## config.mk

```make
export PLATFORM = sky130hd
export DESIGN_NAME = ttc_chanb_cmd_decoder
export DESIGN_NICKNAME = d
export VERILOG_FILES = /design/src/rtl/ttc_chanb_pkg.sv /design/src/rtl/chanb_sat_counter.sv /design/src/rtl/ttc_chanb_cmd_decoder.sv
export SDC_FILE = /design/constraint.sdc
export NUM_CORES = 1
export LEC_CHECK = 0
export CORE_MARGIN = 4
export CORE_UTILIZATION = 31
export DETAILED_ROUTE_END_ITERATION = 10
export PLACE_DENSITY = 0.95
export SYNTH_ARGS = -nofsm -noshare
export SYNTH_HDL_FRONTEND = slang
export SYNTH_SLANG_ARGS = --single-unit
```

## constraint.sdc

```tcl
create_clock -name clk -period 1.42 [get_ports clk]
set_input_delay 0.284 -clock clk [delete_from_list [all_inputs] [get_ports clk]]
set_output_delay 0.284 -clock clk [all_outputs]
set_load 0.02 [all_outputs]
```

## src/rtl/ttc_chanb_pkg.sv

```systemverilog
// Shared constants and FSM encoding for the TTC Channel B command decoder.
// Holds Brcst bit positions, the timestamp-reset pattern and fill FSM states.
package ttc_chanb_pkg;

  localparam int FLAG_BIT     = 1;
  localparam int FILL_SEL_BIT = 5;

  localparam logic [2:0] TS_PATTERN = 3'b001;

  typedef enum logic {
    ST_IDLE    = 1'b0,
    ST_PENDING = 1'b1
  } fill_state_e;

endpackage

```

## src/rtl/chanb_sat_counter.sv

```systemverilog
// Saturating up-counter for slow-control statistics.
// Ports: clk, reset (sync, active-high), inc (count enable), count (value).
module chanb_sat_counter #(
  parameter int W = 16
) (
  input  logic         clk,
  input  logic         reset,
  input  logic         inc,
  output logic [W-1:0] count
);

  always_ff @(posedge clk) begin
    if (reset) begin
      count <= '0;
    end else if (inc && (count != '1)) begin
      count <= count + 1'b1;
    end
  end

endmodule

```

## src/rtl/ttc_chanb_cmd_decoder.sv

```systemverilog
// TTC Channel B broadcast decoder: reset strobes, staged fill type, counters.
// Ports: clk, reset (sync, active-high), chan_b_info/evt_count_reset/
// chan_b_valid from the TTC decoder, trig_idle from the trigger manager;
// outputs fill_type, fill_pending, reset_trig_num, reset_trig_timestamp,
// cmd_error and five num_* counters. Counters exist only when
// CHANB_CMD_COUNTERS_EN is defined; otherwise num_* read as zero.
module ttc_chanb_cmd_decoder
  import ttc_chanb_pkg::*;
#(
  parameter int FILL_TYPE_W  = 2,
  parameter int DEFAULT_FILL = 1,
  parameter int CNT_W        = 16
) (
  input  logic                   clk,
  input  logic                   reset,
  input  logic [5:0]             chan_b_info,
  input  logic                   evt_count_reset,
  input  logic                   chan_b_valid,
  input  logic                   trig_idle,
  output logic [FILL_TYPE_W-1:0] fill_type,
  output logic                   fill_pending,
  output logic                   reset_trig_num,
  output logic                   reset_trig_timestamp,
  output logic                   cmd_error,
  output logic [CNT_W-1:0]       num_fill_cmds,
  output logic [CNT_W-1:0]       num_ts_resets,
  output logic [CNT_W-1:0]       num_num_resets,
  output logic [CNT_W-1:0]       num_errors,
  output logic [CNT_W-1:0]       num_overwrites
);

  localparam logic [FILL_TYPE_W-1:0] DEF_FILL =
    FILL_TYPE_W'(DEFAULT_FILL);

  logic [FILL_TYPE_W-1:0] field;
  logic [FILL_TYPE_W-1:0] pend_q;
  logic is_num, is_ts, is_fill;
  logic fill_ok, fill_bad;
  logic apply, overwrite;
  fill_state_e state_q, state_d;

  // Bit 0 never participates; bit 2 only for 3-bit fill fields.
  logic unused_bits;
  assign unused_bits = ^{chan_b_info[0], chan_b_info[2]};

  assign field = chan_b_info[4 -: FILL_TYPE_W];

  assign is_num  = chan_b_valid & evt_count_reset;
  assign is_ts   = chan_b_valid
                 & (chan_b_info[5:3] == TS_PATTERN)
                 & chan_b_info[FLAG_BIT];
  assign is_fill = chan_b_valid
                 & chan_b_info[FILL_SEL_BIT]
                 & ~chan_b_info[FLAG_BIT];
  assign fill_ok  = is_fill & (field != '0);
  assign fill_bad = is_fill & (field == '0);

  always_ff @(posedge clk) begin
    if (reset) begin
      state_q <= ST_IDLE;
    end else begin
      state_q <= state_d;
    end
  end

  // A command arriving together with trig_idle keeps us pending.
  always_comb begin
    state_d = state_q;
    unique case (state_q)
      ST_IDLE:    if (fill_ok) state_d = ST_PENDING;
      ST_PENDING: if (trig_idle && !fill_ok) state_d = ST_IDLE;
      default:    state_d = ST_IDLE;
    endcase
  end

  always_comb begin
    fill_pending = 1'b0;
    apply        = 1'b0;
    overwrite    = 1'b0;
    if (state_q == ST_PENDING) begin
      fill_pending = 1'b1;
      apply        = trig_idle;
      overwrite    = fill_ok & ~trig_idle;
    end
  end

  always_ff @(posedge clk) begin
    if (reset) begin
      fill_type <= DEF_FILL;
      pend_q    <= DEF_FILL;
    end else begin
      if (apply) fill_type <= pend_q;
      if (fill_ok) pend_q <= field;
    end
  end

  always_ff @(posedge clk) begin
    if (reset) begin
      reset_trig_num       <= 1'b0;
      reset_trig_timestamp <= 1'b0;
      cmd_error            <= 1'b0;
    end else begin
      reset_trig_num       <= is_num;
      reset_trig_timestamp <= is_ts;
      cmd_error            <= fill_bad;
    end
  end

`ifdef CHANB_CMD_COUNTERS_EN
  chanb_sat_counter #(.W(CNT_W)) u_cnt_fill (
    .clk(clk), .reset(reset), .inc(fill_ok), .count(num_fill_cmds)
  );
  chanb_sat_counter #(.W(CNT_W)) u_cnt_ts (
    .clk(clk), .reset(reset), .inc(is_ts), .count(num_ts_resets)
  );
  chanb_sat_counter #(.W(CNT_W)) u_cnt_num (
    .clk(clk), .reset(reset), .inc(is_num), .count(num_num_resets)
  );
  chanb_sat_counter #(.W(CNT_W)) u_cnt_err (
    .clk(clk), .reset(reset), .inc(fill_bad), .count(num_errors)
  );
  chanb_sat_counter #(.W(CNT_W)) u_cnt_ovw (
    .clk(clk), .reset(reset), .inc(overwrite), .count(num_overwrites)
  );
`else
  assign num_fill_cmds  = '0;
  assign num_ts_resets  = '0;
  assign num_num_resets = '0;
  assign num_errors     = '0;
  assign num_overwrites = '0;
`endif

endmodule

```

; ---- After elaboration in Yosys (flattened, before gate mapping)
; Cells that the tools add are included.
[op_classes]
reduce_logical = 4
bitwise = 9
n_eq_ne = 1
n_mux = 5
[ops]
columns = op, count
row1 = bitwise AND 1 bit, 7
row2 = 2-to-1 mux 1 bit, 4
row3 = equality test 3 x 1 -> 1 bit (second input constant), 1
row4 = zero test 2 bit, 1
row5 = NOT 1 bit, 2
row6 = case mux 1 bit (2 select lines), 1
row7 = nonzero test 2 bit, 1
row8 = logical AND 1 bit, 1
row9 = zero test 1 bit, 1
[totals]
inputBits = 11
out_inout_bits = 86
regBits = 8

; ---- Longest topological paths before layout
; Gate-level depths: netlist (run 1).
[depth]
word_depth = 7
ltp_mapped = 3
mapped_depth_nobuf = 2

; ---- Least setup slack after synthesis (run 1)
; No wires, ideal clock.
[synth_timing]
path_kind = reg2reg
start = reg state_q
end = reg fill_type[0]
arrival_ns = 0.896
n_path_buf = 0
path_stages_with_launch = 3
synth_period_minus_slack_ns = 1.019
required_time_ns = 1.297
setup_slack_ns = 0.401
path_cell_list = dfxtp_1 -> a21boi_0 -> a311o_2
[synth_between]
elab_chain_cells = 1
[synth_rtl]
columns = item, line_no
row1 = from (decl), ttc_chanb_cmd_decoder.sv:40  ; fill_state_e state_q, state_d;
row2 = from (signal assigned), ttc_chanb_cmd_decoder.sv:62  ; state_q <= state_d;
row3 = 2-to-1 mux 1 bit, ttc_chanb_cmd_decoder.sv:80  ; if (state_q == ST_PENDING) begin
row4 = to (signal assigned), ttc_chanb_cmd_decoder.sv:92  ; if (apply) fill_type <= pend_q;
row5 = to (decl), ttc_chanb_cmd_decoder.sv:20  ; output logic [FILL_TYPE_W-1:0] fill_type,
; Every way passes these cells.
; A chain may end at the register's enable or synchronous reset.

; ---- Worst setup path in the final report (run 1)
[layout_timing]
start = reg state_q
end = out fill_pending
[layout_between]
elab_chain_cells = 1
[layout_rtl]
columns = item, line_no
row1 = 2-to-1 mux 1 bit, ttc_chanb_cmd_decoder.sv:80
row2 = to (decl), ttc_chanb_cmd_decoder.sv:21  ; output logic fill_pending,
; Every way passes these cells.

==> results of run 1 <==
[timing repair]
action,CTS,global route
endpoints found under the hold margin,0,0
setup endpoints to repair,6,0
buffers inserted,0,0
resized for setup,6,0
[synth_stat cells, drive strengths merged]
master / count / area share
buf: 81 / 0.67
dfxtp: 8 / 0.18
nand4b: 2 / 0.019
nor2: 2 / 0.0083
a211o: 1 / 0.0096
a21bo: 1 / 0.011
a21boi: 1 / 0.0083
a21oi: 1 / 0.0055
a311o: 1 / 0.012
and4b: 1 / 0.011
conb: 1 / 0.0041
nand2: 1 / 0.0041
nand2b: 1 / 0.0069
nand3: 1 / 0.0055
nand3b: 1 / 0.0083
nor3: 1 / 0.0055
nor4: 1 / 0.0069
o22ai: 1 / 0.0069
o31ai: 1 / 0.0083
or3b: 1 / 0.0096
[power groups by stage]
stage | Clock (mW) | Combinational (mW) | Sequential, mW
2_1_floorplan | 0 | 0.368 | 0.242
3_3_place_gp | 0 | 0.242 | 0.238
5_1_grt | 0.198 | 0.263 | 0.233
4_1_cts | 0.185 | 0.242 | 0.233
6_report | 0.181 | 0.249 | 0.233
3_5_place_dp | 0 | 0.244 | 0.238
[stage by stage]
stage	setup slack [ns]	hold WS [ns]
6_report	0.1254	0.4773
5_1_grt	0.08434	0.4896
4_1_cts	0.1139	0.4770
3_5_place_dp	0.02002	0.4651
3_3_place_gp	0.04947	0.4584
2_1_floorplan	0.4007	0.3615
[cells by family after synthesis]
| group | share of synthesized area |
|---|---|
| and+or+nand+nor | 0.08529 |
| AOI/OAI and AO/OA | 0.06190 |
| other | 0.004123 |
| buffers and inverters | 0.6726 |
| DFF | 0.1761 |
[final cells by class]
type / instances / area [sq um] / area share
clock buffers: 3 / 22.52 / 0.02778
multi-input cells: 99 / 434.2 / 0.5355
flip-flops and latches: 8 / 160.2 / 0.1975
well taps: 31 / 38.79 / 0.04784
repair buffers: 17 / 155.1 / 0.1914
[per-layer routing]
| layer | vias up | global-route usage | wire [um] |
|---|---|---|---|
| met5 | - | 0 | 0 |
| met4 | 0 | 0.04065 | 19 |
| met3 | 2 | 0.01622 | 265 |
| met2 | 54 | 0.09067 | 664 |
| met1 | 215 | 0.03268 | 326 |
| li1 | 228 | - | - |
[state kept, by name, indices dropped and copies added (netlist names)]
register	cells
state_q	1
reset_trig_timestamp	1
pend_q	2
fill_type	2
cmd_error	1
reset_trig_num	1
[worst register-to-register path: stages, from the launching register on]
cell and delay, ns:
dfxtp_1 0.39, a21boi_0 0.11, a311o_2 0.31
[final timing paths]
check | from | to | slack [ns] | depth (start not counted)
hold reg to reg | pend_q[1] | fill_type[1] | 0.48 | 2
setup reg to reg | state_q | fill_type[0] | 0.50 | 2
setup / recovery | state_q | fill_pending | 0.13 | 1
hold / removal | pend_q[1] | fill_type[1] | 0.48 | 2
==> results.json, run 1 <==
{
  "status": "complete, no violations",
  "endpoint_kind": "output pin",
  "powerDensity_nw_per_um2": 817.8,
  "dieArea_sq_um": 3865,
  "cp_num_buf_inv": 1,
  "cp_slowest_stage_delay_ns": 0.39,
  "cts_tree": "done",
  "p_seq_frac": 0.351,
  "io_buffers": 14,
  "finClkSkew_ns": 0.004904,
  "die_y_um": 62.17,
  "grt_pass1_vias": 331,
  "grt_antenna_before_repair": 0,
  "hold_viol_final": 0,
  "path_cells": "dlygate4sd2_1",
  "fin_cells": 158,
  "hold_buffers": 0,
  "total_leakage_power_nw": 0.4614,
  "grt_pass1_wl_um": 1386,
  "num_antenna_cells": 0,
  "synthCells": 109,
  "p_int_mw": 0.3622,
  "place_area_sq_um": 795.8,
  "required_ns": 1.14,
  "drv_cap": 0,
  "cp.arrival_ns": 1.01,
  "cts.reportedPaths.clkPinSlew_ns": 0.06,
  "root_buffer": "clkbuf_4",
  "start_util": 0.3270,
  "setup_viol": 0,
  "fin_area_sq_um": 810.8,
  "mostFrequentLayoutCells": "conb_1, dfxtp_1, clkdlybuf4s50_1",
  "fill_cells": 297,
  "vias": 499,
  "io_pins": 97,
  "syn_area_per_cell_sq_um": 8.345,
  "gp_congestion": 0.7462,
  "die_width_um": 62.17,
  "grt.total_usage": 0.04617,
  "final_common_cell": "conb_1",
  "swShare": 0.4537,
  "drc": 0,
  "drt_pass1_iterations": 2,
  "drive_above_1_share": 0.06299,
  "grt_setup_unrepaired": "false",
  "cpLargestDelayFamily": "flip-flops",
  "wl_um": 1275,
  "p_clk_frac": 0.273,
  "critPathLaunchType": "register",
  "cp_slowest_cell": "dfxtp_1",
  "ys_ff_latch": 8,
  "setup_tns_ns": 0,
  "avgRoutedWirePerCell_um": 8.070,
  "dp_cells": 155,
  "htree_num_levels": 1,
  "fin_crit_ns": 1.295,
  "ir_drop_uv": 494.3,
  "utilization": 0.2915,
  "drt_iter0_markers": 17,
  "cts_buffer_depth": 2,
  "hp-class": "reg2reg",
  "vias_per_cell": 3.158,
  "fmax_ghz": 0.7724,
  "netlist_area_sq_um": 909.6,
  "final_nets": 140,
  "grt_max_degree": 8,
  "cts_inserted_buffers": 3,
  "synth.distinct_cells": 21,
  "worstSetupPathType": "reg2out",
  "ant_nets": 0,
  "cts_sinks": 8,
  "hpwl_um": 1114,
  "yosys_warnings": 0,
  "synthToLayoutAreaGrowth_pct": -10.87,
  "slew_viol_final": 0,
  "synth_seq_area_share": 0.1761,
  "grt_overflow": 0,
  "crit_fanout": 6,
  "clock_latency_ns": 0.26,
  "report.power.total_mw": 0.6630,
  "rows": 19,
  "period_share": 0.9117,
  "core_sq_um": 2781,
  "pwr-share-comb": 0.376,
  "p_sw_mw": 0.3008
}
(Power assumes the default switching activity.)
==> run 2: changes to the inputs <==
--- a/config.mk
+++ b/config.mk
@@ -7,6 +7,7 @@
 export LEC_CHECK = 0
 export CORE_MARGIN = 4
 export CORE_UTILIZATION = 31
+export CTS_CLUSTER_DIAMETER = 40
 export DETAILED_ROUTE_END_ITERATION = 10
 export PLACE_DENSITY = 0.95
 export SYNTH_ARGS = -nofsm -noshare
==> results of run 2 <==
Final layout, timing and power as in run 1 (identical DEF).
